**src/rtl/alu_pipe_pkg.sv**
```systemverilog
// Shared definitions for the ALU pipe: op codes, controller states, flag bundle.
package alu_pipe_pkg;

  localparam int OP_W = 4;

  // Codes 0-7 keep their original 3-bit meaning; 8-10 are the extensions.
  typedef enum logic [OP_W-1:0] {
    OP_ADD  = 4'd0,
    OP_SUB  = 4'd1,
    OP_NAND = 4'd2,
    OP_XOR  = 4'd3,
    OP_INC  = 4'd4,
    OP_SRA  = 4'd5,
    OP_SRL  = 4'd6,
    OP_SLL  = 4'd7,
    OP_ROL  = 4'd8,
    OP_ROR  = 4'd9,
    OP_MUL  = 4'd10
  } alu_op_e;

  typedef enum logic [1:0] {
    ST_IDLE = 2'd0,
    ST_MUL  = 2'd1,
    ST_DONE = 2'd2
  } alu_state_e;

  typedef struct packed {
    logic z;
    logic v;
    logic n;
    logic err;
  } alu_flags_t;

  // Anything above MUL is an unassigned code.
  function automatic logic op_is_legal(input logic [OP_W-1:0] op);
    return op <= OP_MUL;
  endfunction

endpackage

```
**src/rtl/alu_pipe_mul.sv**
```systemverilog
// Iterative unsigned shift-add multiplier: one multiplier bit per cycle,
// WIDTH cycles per product. done_o is asserted during the last step and
// product_o then carries the finished 2*WIDTH-bit product.
module alu_mul_iter #(
  parameter int WIDTH = 16,
  parameter int SHW   = $clog2(WIDTH)
) (
  input  logic               clk,
  input  logic               rst_n,
  input  logic               start_i,
  input  logic [WIDTH-1:0]   op_a_i,
  input  logic [WIDTH-1:0]   op_b_i,
  output logic               busy_o,
  output logic               done_o,
  output logic [2*WIDTH-1:0] product_o
);

  logic               busy_q;
  logic [SHW-1:0]     cnt_q;
  logic [2*WIDTH-1:0] acc_q;
  logic [2*WIDTH-1:0] acc_d;
  logic [2*WIDTH-1:0] mcand_q;
  logic [WIDTH-1:0]   mplr_q;

  assign acc_d     = acc_q + (mplr_q[0] ? mcand_q : '0);
  assign busy_o    = busy_q;
  assign done_o    = busy_q && (cnt_q == SHW'(WIDTH - 1));
  assign product_o = acc_d;

  // Load operands on start, then add one shifted partial product per cycle.
  always_ff @(posedge clk or negedge rst_n) begin
    if (!rst_n) begin
      busy_q  <= 1'b0;
      cnt_q   <= '0;
      acc_q   <= '0;
      mcand_q <= '0;
      mplr_q  <= '0;
    end else if (start_i) begin
      busy_q  <= 1'b1;
      cnt_q   <= '0;
      acc_q   <= '0;
      mcand_q <= {{WIDTH{1'b0}}, op_a_i};
      mplr_q  <= op_b_i;
    end else if (busy_q) begin
      acc_q   <= acc_d;
      mcand_q <= mcand_q << 1;
      mplr_q  <= mplr_q >> 1;
      cnt_q   <= cnt_q + SHW'(1);
      if (done_o) busy_q <= 1'b0;
    end
  end

endmodule

```
**src/rtl/alu_pipe.sv**
```systemverilog
// Single-slot ALU with valid/ready handshakes on both sides. Non-MUL ops
// finish in one cycle; MUL runs on the iterative multiplier for WIDTH cycles.
//
// state   | meaning
// IDLE    | empty, ready for a request
// MUL     | multiplier stepping, input stalled
// DONE    | result valid and held until out_ready
module alu_pipe
  import alu_pipe_pkg::*;
#(
  parameter int WIDTH = 16,
  parameter int SHW   = $clog2(WIDTH)
) (
  input  logic             clk,
  input  logic             rst_n,
  input  logic             in_valid,
  output logic             in_ready,
  input  logic [3:0]       alu_op,
  input  logic [WIDTH-1:0] alu_a,
  input  logic [WIDTH-1:0] alu_b,
  output logic             out_valid,
  input  logic             out_ready,
  output logic [WIDTH-1:0] alu_result,
  output logic             z,
  output logic             v,
  output logic             n,
  output logic             err
);

  alu_state_e         state_q;
  logic               out_valid_q;
  logic [WIDTH-1:0]   result_q;
  alu_flags_t         flags_q;

  logic [WIDTH-1:0]   res_d;
  alu_flags_t         flags_d;

  logic               accept;
  logic               is_mul;
  logic               mul_busy;
  logic               mul_done;
  logic               mul_fin;
  logic [2*WIDTH-1:0] mul_prod;

  logic [SHW-1:0]     amt;
  logic [SHW:0]       inv_amt;
  logic [WIDTH-1:0]   sum;
  logic [WIDTH-1:0]   diff;
  logic [WIDTH-1:0]   rol;
  logic [WIDTH-1:0]   ror;

  assign in_ready = (state_q == ST_IDLE) || ((state_q == ST_DONE) && out_ready);
  assign accept   = in_valid && in_ready;
  assign is_mul   = (alu_op == OP_MUL);
  assign mul_fin  = mul_busy && mul_done;

  assign out_valid  = out_valid_q;
  assign alu_result = result_q;
  assign z          = flags_q.z;
  assign v          = flags_q.v;
  assign n          = flags_q.n;
  assign err        = flags_q.err;

  // Only the low SHW bits of B steer shifts; inv_amt (1..WIDTH) supplies the
  // wrap-around half of a rotate and shifts everything out when amt is 0.
  assign amt     = alu_b[SHW-1:0];
  assign inv_amt = (SHW+1)'(WIDTH) - {1'b0, amt};
  assign sum     = alu_a + alu_b;
  assign diff    = alu_a - alu_b;
  assign rol     = (alu_a << amt) | (alu_a >> inv_amt);
  assign ror     = (alu_a >> amt) | (alu_a << inv_amt);

  alu_mul_iter #(
    .WIDTH (WIDTH),
    .SHW   (SHW)
  ) u_mul (
    .clk       (clk),
    .rst_n     (rst_n),
    .start_i   (accept && is_mul),
    .op_a_i    (alu_a),
    .op_b_i    (alu_b),
    .busy_o    (mul_busy),
    .done_o    (mul_done),
    .product_o (mul_prod)
  );

  // Single-cycle result and flags for every op except MUL.
  always_comb begin
    res_d   = '0;
    flags_d = '0;
    case (alu_op)
      OP_ADD, OP_INC: begin
        res_d     = sum;
        flags_d.n = sum[WIDTH-1];
        flags_d.v = (alu_a[WIDTH-1] == alu_b[WIDTH-1]) && (sum[WIDTH-1] != alu_a[WIDTH-1]);
      end
      OP_SUB: begin
        res_d     = diff;
        flags_d.n = diff[WIDTH-1];
        flags_d.v = (alu_a[WIDTH-1] != alu_b[WIDTH-1]) && (diff[WIDTH-1] != alu_a[WIDTH-1]);
      end
      OP_NAND: res_d = ~(alu_a & alu_b);
      OP_XOR:  res_d = alu_a ^ alu_b;
      OP_SRA:  res_d = $signed(alu_a) >>> amt;
      OP_SRL:  res_d = alu_a >> amt;
      OP_SLL:  res_d = alu_a << amt;
      OP_ROL:  res_d = rol;
      OP_ROR:  res_d = ror;
      default: res_d = '0;
    endcase
    flags_d.err = !op_is_legal(alu_op);
    flags_d.z   = (res_d == '0);
  end

  // Controller: accept, step the multiplier, hold the result until taken.
  always_ff @(posedge clk or negedge rst_n) begin
    if (!rst_n) begin
      state_q     <= ST_IDLE;
      out_valid_q <= 1'b0;
      result_q    <= '0;
      flags_q     <= '0;
    end else if (accept) begin
      if (is_mul) begin
        state_q     <= ST_MUL;
        out_valid_q <= 1'b0;
      end else begin
        state_q     <= ST_DONE;
        out_valid_q <= 1'b1;
        result_q    <= res_d;
        flags_q     <= flags_d;
      end
    end else begin
      case (state_q)
        ST_MUL: begin
          if (mul_fin) begin
            state_q     <= ST_DONE;
            out_valid_q <= 1'b1;
            result_q    <= mul_prod[WIDTH-1:0];
            flags_q.z   <= (mul_prod[WIDTH-1:0] == '0);
            flags_q.v   <= |mul_prod[2*WIDTH-1:WIDTH];
            flags_q.n   <= 1'b0;
            flags_q.err <= 1'b0;
          end
        end
        ST_DONE: begin
          if (out_ready) begin
            state_q     <= ST_IDLE;
            out_valid_q <= 1'b0;
          end
        end
        default: state_q <= ST_IDLE;
      endcase
    end
  end

endmodule

```
**config.mk**
```make
export PLATFORM = sky130hd
export DESIGN_NAME = alu_pipe
export DESIGN_NICKNAME = d
export VERILOG_FILES = /design/src/rtl/alu_pipe_pkg.sv /design/src/rtl/alu_pipe_mul.sv /design/src/rtl/alu_pipe.sv
export SDC_FILE = /design/constraint.sdc
export NUM_CORES = 1
export LEC_CHECK = 0
export CAP_MARGIN = 10
export CORE_ASPECT_RATIO = 0.8
export CORE_UTILIZATION = 56
export DETAILED_ROUTE_END_ITERATION = 6
export PLACE_DENSITY = 0.75
export SLEW_MARGIN = 20
export SYNTH_ARGS = -nofsm -noshare
export SYNTH_HDL_FRONTEND = slang
export SYNTH_SLANG_ARGS = --single-unit
```
**constraint.sdc**
```tcl
create_clock -name clk -period 3.4 [get_ports clk]
set_input_delay 0.68 -clock clk [delete_from_list [all_inputs] [get_ports clk]]
set_output_delay 0.68 -clock clk [all_outputs]
set_load 0.02 [all_outputs]
```
Word level (Yosys, flattened, before mapping)
Index checks and enable logic that the tools add are counted.
{ "op_classes": {"n_eq_ne": 20, "n_shift": 5, "bitwise": 5, "addsub": 5, "mux": 32, "magnitude_cmp": 1, "n_reduce_logical": 22} }
{ "ops": {"columns": ["cell", "count"], "rows": [
  ["$mux 32", 5],
  ["$pmux 16 s9", 1],
  ["$mux 16", 6],
  ["$add 32x32->32", 1],
  ["$logic_not 16->1", 2],
  ["$or 16x16->16", 2],
  ["$mux 4", 6],
  ["$add 16x16->16", 1],
  ["$and 16x16->16", 1],
  ["$eq 4x3->1 const B", 4],
  ["$eq 4x4->1 const B", 4],
  ["$not 16->16", 1],
  ["$reduce_or 16->1", 1],
  ["$shl 16x4->16", 1],
  ["$shl 16x5->16", 1],
  ["$shr 16x4->16", 1],
  ["$shr 16x5->16", 1],
  ["$sshr 16x4->16", 1],
  ["$sub 16x16->16", 1],
  ["$xor 16x16->16", 1],
  ["$eq 4x2->1 const B", 2],
  ["$mux 2", 4],
  ["$pmux 2 s2", 2],
  ["$logic_and 1x1->1", 7],
  ["other kinds (21)", 33]
]} }
{ "totals": {"wordCells": 102, "out_inout_bits": 22, "ff_bits": 108} }

Longest topological paths before layout
{ "logic_depth": {"depth_word": 7, "ltp_mapped": 17, "mapped_depth_nobuf": 13} }

Modules after synthesis
Synthesis repeated with hierarchy kept, for this count alone.
{ "hier_totals": {"hier_cells": 1470, "area_unflattened_um2": 12265.5} }
{ "modules_own_cells": {"columns": ["mod", "seq_area_each_um2", "cells_per_inst", "area_per_inst_um2", "n_inst"], "rows": [
  ["alu_pipe", 575.6, 849, 6623.9, 1],
  ["alu_mul_iter", 2127.0, 621, 5641.7, 1]
]} }

Worst setup path after synthesis
No wires, ideal clock.
{ "synth_path": {"path_kind": "input-to-reg", "from": "input alu_b[2]", "to": "register, netlist name z", "setup_time_ns": 0.092, "slack_ns": -0.885, "stages": 16, "required_time_ns": 3.308, "t_arrival_ns": 4.193, "n_path_buf": 4, "path_cell_list": "buf_2 > inv_1 > clkbuf_1 > clkbuf_1 > ha_1 > clkbuf_1 > nand2b_1 > a221oi_1 > nor3b_1 > o41a_1 > a221o_1 > a221oi_1 > inv_1 > nor2_1 > nand4_1 > o31ai_2"} }
{ "synth_via": {"elab_chain_len": 7} }
{ "synth_lines": {"columns": ["item", "line_no", "text"], "rows": [
  ["start: declaration", "alu_pipe.sv:20", "input logic [WIDTH-1:0] alu_b,"],
  ["$sub 5x4->5", "alu_pipe.sv:67", "assign inv_amt = (SHW+1)'(WIDTH) - {1'b0, amt};"],
  ["$shl 16x5->16 / $shr 16x5->16 (equally long branches)", "alu_pipe.sv:71, alu_pipe.sv:70", null],
  ["$or 16x16->16, on equally long branches", "alu_pipe.sv:71, alu_pipe.sv:70", null],
  ["$pmux 16 s9 (*)", "alu_pipe.sv:91", "case (alu_op)"],
  ["$logic_not 16->1 (*)", "alu_pipe.sv:112", "flags_d.z = (res_d == '0);"],
  ["$mux 4 (*)", "alu_pipe.sv:123", "if (is_mul) begin"],
  ["$mux 4 (*)", "alu_pipe.sv:122", "end else if (accept) begin"]
]} }
Mark *: on every way between the ends. The rest lies on a longest branch, timed or not. The select of a mux whose other input is x is not followed.
A chain may end at the register's enable or synchronous reset.

Worst setup path after layout
{ "layout_path": {"from": "register u_mul.mplr_q[0]", "to": "register u_mul.acc_q[31]"} }
{ "layout_via": {"elab_chain_len": 4} }
{ "layout_lines": {"columns": ["item", "line_no", "text"], "rows": [
  ["start: declaration", "alu_pipe_mul.sv:23", "logic [WIDTH-1:0] mplr_q;"],
  ["start signal: assignment", "alu_pipe_mul.sv:43", "mplr_q <= op_b_i;"],
  ["start signal: assignment", "alu_pipe_mul.sv:47", "mplr_q <= mplr_q >> 1;"],
  ["$mux 32", "alu_pipe_mul.sv:25", "assign acc_d = acc_q + (mplr_q[0] ? mcand_q : '0);"],
  ["$add 32x32->32", "alu_pipe_mul.sv:25", null],
  ["$mux 32", "alu_pipe_mul.sv:44", "end else if (busy_q) begin"],
  ["$mux 32", "alu_pipe_mul.sv:38", "end else if (start_i) begin"],
  ["end signal: assignment", "alu_pipe_mul.sv:35", "acc_q <= '0;"],
  ["end signal: assignment", "alu_pipe_mul.sv:41", "acc_q <= '0;"],
  ["end signal: assignment", "alu_pipe_mul.sv:45", "acc_q <= acc_d;"],
  ["end: declaration", "alu_pipe_mul.sv:20", "logic [2*WIDTH-1:0] acc_q;"]
]} }
Every way passes these cells. The select of a mux whose other input is x is not followed.

==> out/summary.txt <==
Met1 usage: 63.5%
Worst reg2reg path depth: 14
Relative slew slack: 42.9%
Vias: 14000
Root Buffer: clkbuf_16
Yosys reg bits: 108
Ys Warns: 0
CTS tree: built
Dominant synthesized flop cell: dfrtp_1
Clock skew: 0.00613 ns
Starting utilization of the core area: 57.5%
# rows: 46
Synth Cell Area: 0.0115 sq mm
Slew Viols, Final: 0
Die area: 0.0211 sq mm
GPL Wtd Cong: 1.17
Post-synthesis async set-or-reset flop share: 100%
Min Tclk post-route: 3.56 ns
Total GRT Usage: 46.1%
Die X: 162 microns
Multiplexer area fraction after synthesis: 18.2%
Crit-path max cell delay: 0.48 ns
Gate Count Post-Synth: 1398
Fin Setup TNS: -0.464 ns
Top delay family on crit path: compound AO/OA/AOI/OAI gates
Busiest grt layer: met2
Status: finished with violations
Post-DP HPWL: 37500 microns
Critical path required time: 3.64 ns
Iter 0 DRT Violations: 2277
Filler cell count in the final layout: 1204
WS Path Type: reg2reg
Clock Latency Late Sink: 0.36 ns
Slowest cell on crit path: o41a_1
Worst VDD drop: 1.03 mV
Hold Slack: 0.319 ns
Routed WL per cell: 25.6 microns
Grt ovf: 0
Setup ws final: -0.157 ns
Largest net degree at the start of global routing: 80
Max_cap viols: 0
Worst Path Arrival: 3.79 ns
Clock-pin transition on the worst setup and hold timing paths: 0.08 ns
EDFF count, synth: 0
Final hold vios: 0
Most frequent cells in the layout: buf_4 (357), nor2_1 (138), mux2i_1 (130)
Commonest non-fill, non-tap cell in the layout: buf_4
TritonCTS Buffers: 9
Number of remaining DRC errors: 0
Final setup vio count: 5
Worst flop-to-flop path endpoint: u_mul.acc_q[31]$_DFFE_PN0P_
H-tree Lvls: 3
Area Overhead vs Synth: 41.7%
CP endpoint kind: register
Yosys cell types: 84
Fraction of layout cells with a size suffix above 1: 33.1%
CTS Hold Bufs: 0
Power per cell area: 680 mW/mm^2
Main combinational cell family by area after synthesis: compound AO/OA/AOI/OAI gates
Final net count: 1875
Seq/Total Area, Yosys: 23.5%
DRT antenna net count: 0
Fmax: 0.281 GHz
Simple-gate portion of the synthesized area: 19.7%
Clock tree buffer depth: 2
Crit start category: register
# IOs: 62
# port buffers: 61
Final worst-path cycle share: 105%
Total Wirelength: 52100 microns
DRT Pass-1 Iters: 6
CTS sink count: 108
CP bufs+invs: 2
RSZ-0062 raised after global routing: true
Via density: 6.86
Pleak: 7.43 nW
Worst hold path class: in2async
R2R setup slack: -0.16 ns
First-pass GRT wire length: 73200 microns
Syn_area_per_cell: 8.22 sq um
Met3 GRT Util: 15.4%
Grt met2 use: 68.0%
Initial antenna violation count: 2
Crit path max fanout: 6
Die span in y: 130 microns
Post-synthesis xor/xnor area fraction: 3.19%
Worst-path cell chain: buf_6 -> and2_1 -> ha_4 -> buf_4 -> o211ai_1 -> o21bai_2 -> o2111ai_2 -> nand2_2 -> o41a_1 -> a211o_1 -> a21oi_2 -> mux2i_1 -> xnor2_1 -> nor2_1
Number of global-route vias before repair: 12600
Syn Nets: 1507
Core ar.: 0.0200 sq mm
Failing checks: setup timing
Worst-Margin Slew: 0.857 ns
Worst R2R Start: u_mul.mplr_q[0]$_DFFE_PN0P_
Compound-gate portion of the synthesized area: 23.0%
Synth Area in Adders: 7.71%
## synthesized netlist by cell type (10+ instances only)
| master | count | area, sq um |
|---|---|---|
| nor2_1 | 144 | 541 |
| ha_1 | 66 | 826 |
| clkbuf_1 | 67 | 251 |
| xnor2_1 | 25 | 219 |
| mux2i_1 | 135 | 1350 |
| o22ai_1 | 16 | 100 |
| a21oi_1 | 83 | 415 |
| mux2_2 | 30 | 338 |
| mux4_2 | 16 | 360 |
| a221oi_1 | 10 | 87.6 |
| buf_2 | 16 | 80.1 |
| o21ai_0 | 93 | 465 |
| nand2b_1 | 16 | 100 |
| a21o_1 | 30 | 225 |
| and2_1 | 38 | 238 |
| nand3_1 | 27 | 135 |
| xor2_1 | 15 | 131 |
| nand4_1 | 11 | 68.8 |
| o211ai_1 | 11 | 82.6 |
| nor3_1 | 36 | 180 |
| dfrtp_1 | 108 | 2700 |
| inv_1 | 40 | 150 |
| a31oi_1 | 20 | 125 |
| nand2_1 | 126 | 473 |
| o21a_1 | 11 | 82.6 |
| a211oi_1 | 23 | 173 |
## final cells by class
class                   instances  area (sq um)  area share (%)
multi-input cells            1157          9040            55.6
repair buffers                447          3710            22.8
flip-flops and latches        108          2710            16.6
well taps                     264           330            2.03
clock buffers                   9           225            1.38
inverters                      43           175            1.08
clock inverters                 7          75.1           0.461
diodes                          1          2.50          0.0154
## stage by stage
step,instances,instance area [sq um],total power (W),util (%),worst slack (ns)
floorplan,1398,11700,0.00641,-,-0.212
finish,2036,16300,0.0111,81.5,-0.157
detailed placement,1995,15000,0.00878,75.1,-0.915
global placement,1995,15000,0.00850,75.1,-0.833
global route,2035,16300,0.0116,81.5,-0.243
CTS,2023,15700,0.0101,78.8,-0.0610
## state kept, by name, summed over array words and instances (netlist names)
| signal | flops |
|---|---|
| z | 1 |
| u_mul.acc_q | 32 |
| u_mul.mcand_q | 32 |
| u_mul.busy_o | 1 |
| state_q | 2 |
| u_mul.mplr_q | 16 |
| u_mul.cnt_q | 4 |
| v | 1 |
| n | 1 |
| alu_result | 16 |
| err | 1 |
| out_valid | 1 |
## power breakdown
group | switching (W) | total [W] | leakage [nW] | internal [W]
Clock | 0.000519 | 0.00109 | 0.138 | 0.000575
Sequential | 0.000489 | 0.00239 | 1.33 | 0.00190
Combinational | 0.00425 | 0.00758 | 5.97 | 0.00333
Total | 0.00526 | 0.0111 | 7.43 | 0.00581
## worst max-delay path by stage
stage,startpoint,to,slack (ns),cells past startpoint
3_5_place_dp,alu_a[0],z$_DFFE_PN0P_,-0.92,13
3_3_place_gp,alu_b[1],z$_DFFE_PN0P_,-0.83,13
6_report,u_mul.mplr_q[0]$_DFFE_PN0P_,u_mul.acc_q[31]$_DFFE_PN0P_,-0.16,14
5_1_grt,u_mul.mplr_q[0]$_DFFE_PN0P_,u_mul.acc_q[31]$_DFFE_PN0P_,-0.24,14
2_1_floorplan,alu_b[1],z$_DFFE_PN0P_,-0.21,14
4_1_cts,alu_op[2],alu_result[9]$_DFFE_PN0P_,-0.06,15
## cell families (layout without fill, tap and decap cells)
| logic type | after synthesis | after routing |
|---|---|---|
| xor+xnor | 41 | 41 |
| compound gates | 395 | 395 |
| simple gates | 468 | 468 |
| flops | 108 | 108 |
| mux | 184 | 184 |
| other cells | 0 | 1 |
| fa+ha+maj | 69 | 69 |
| buf+inv | 133 | 506 |
## metal layers
layer  share of wire, %  up-vias
li1                   -     5943
met3                 15      261
met2                 41     1175
met1                 39     6576
met5              0.019        -
met4                5.2        2
## what timing repair did
action,in CTS,in global routing
endpoints found under the setup margin,17,14
buffers inserted,12,11
resized for setup,95,87
cloned,0,1
pin swaps,29,44
Power figures use the tool's default switching activity.
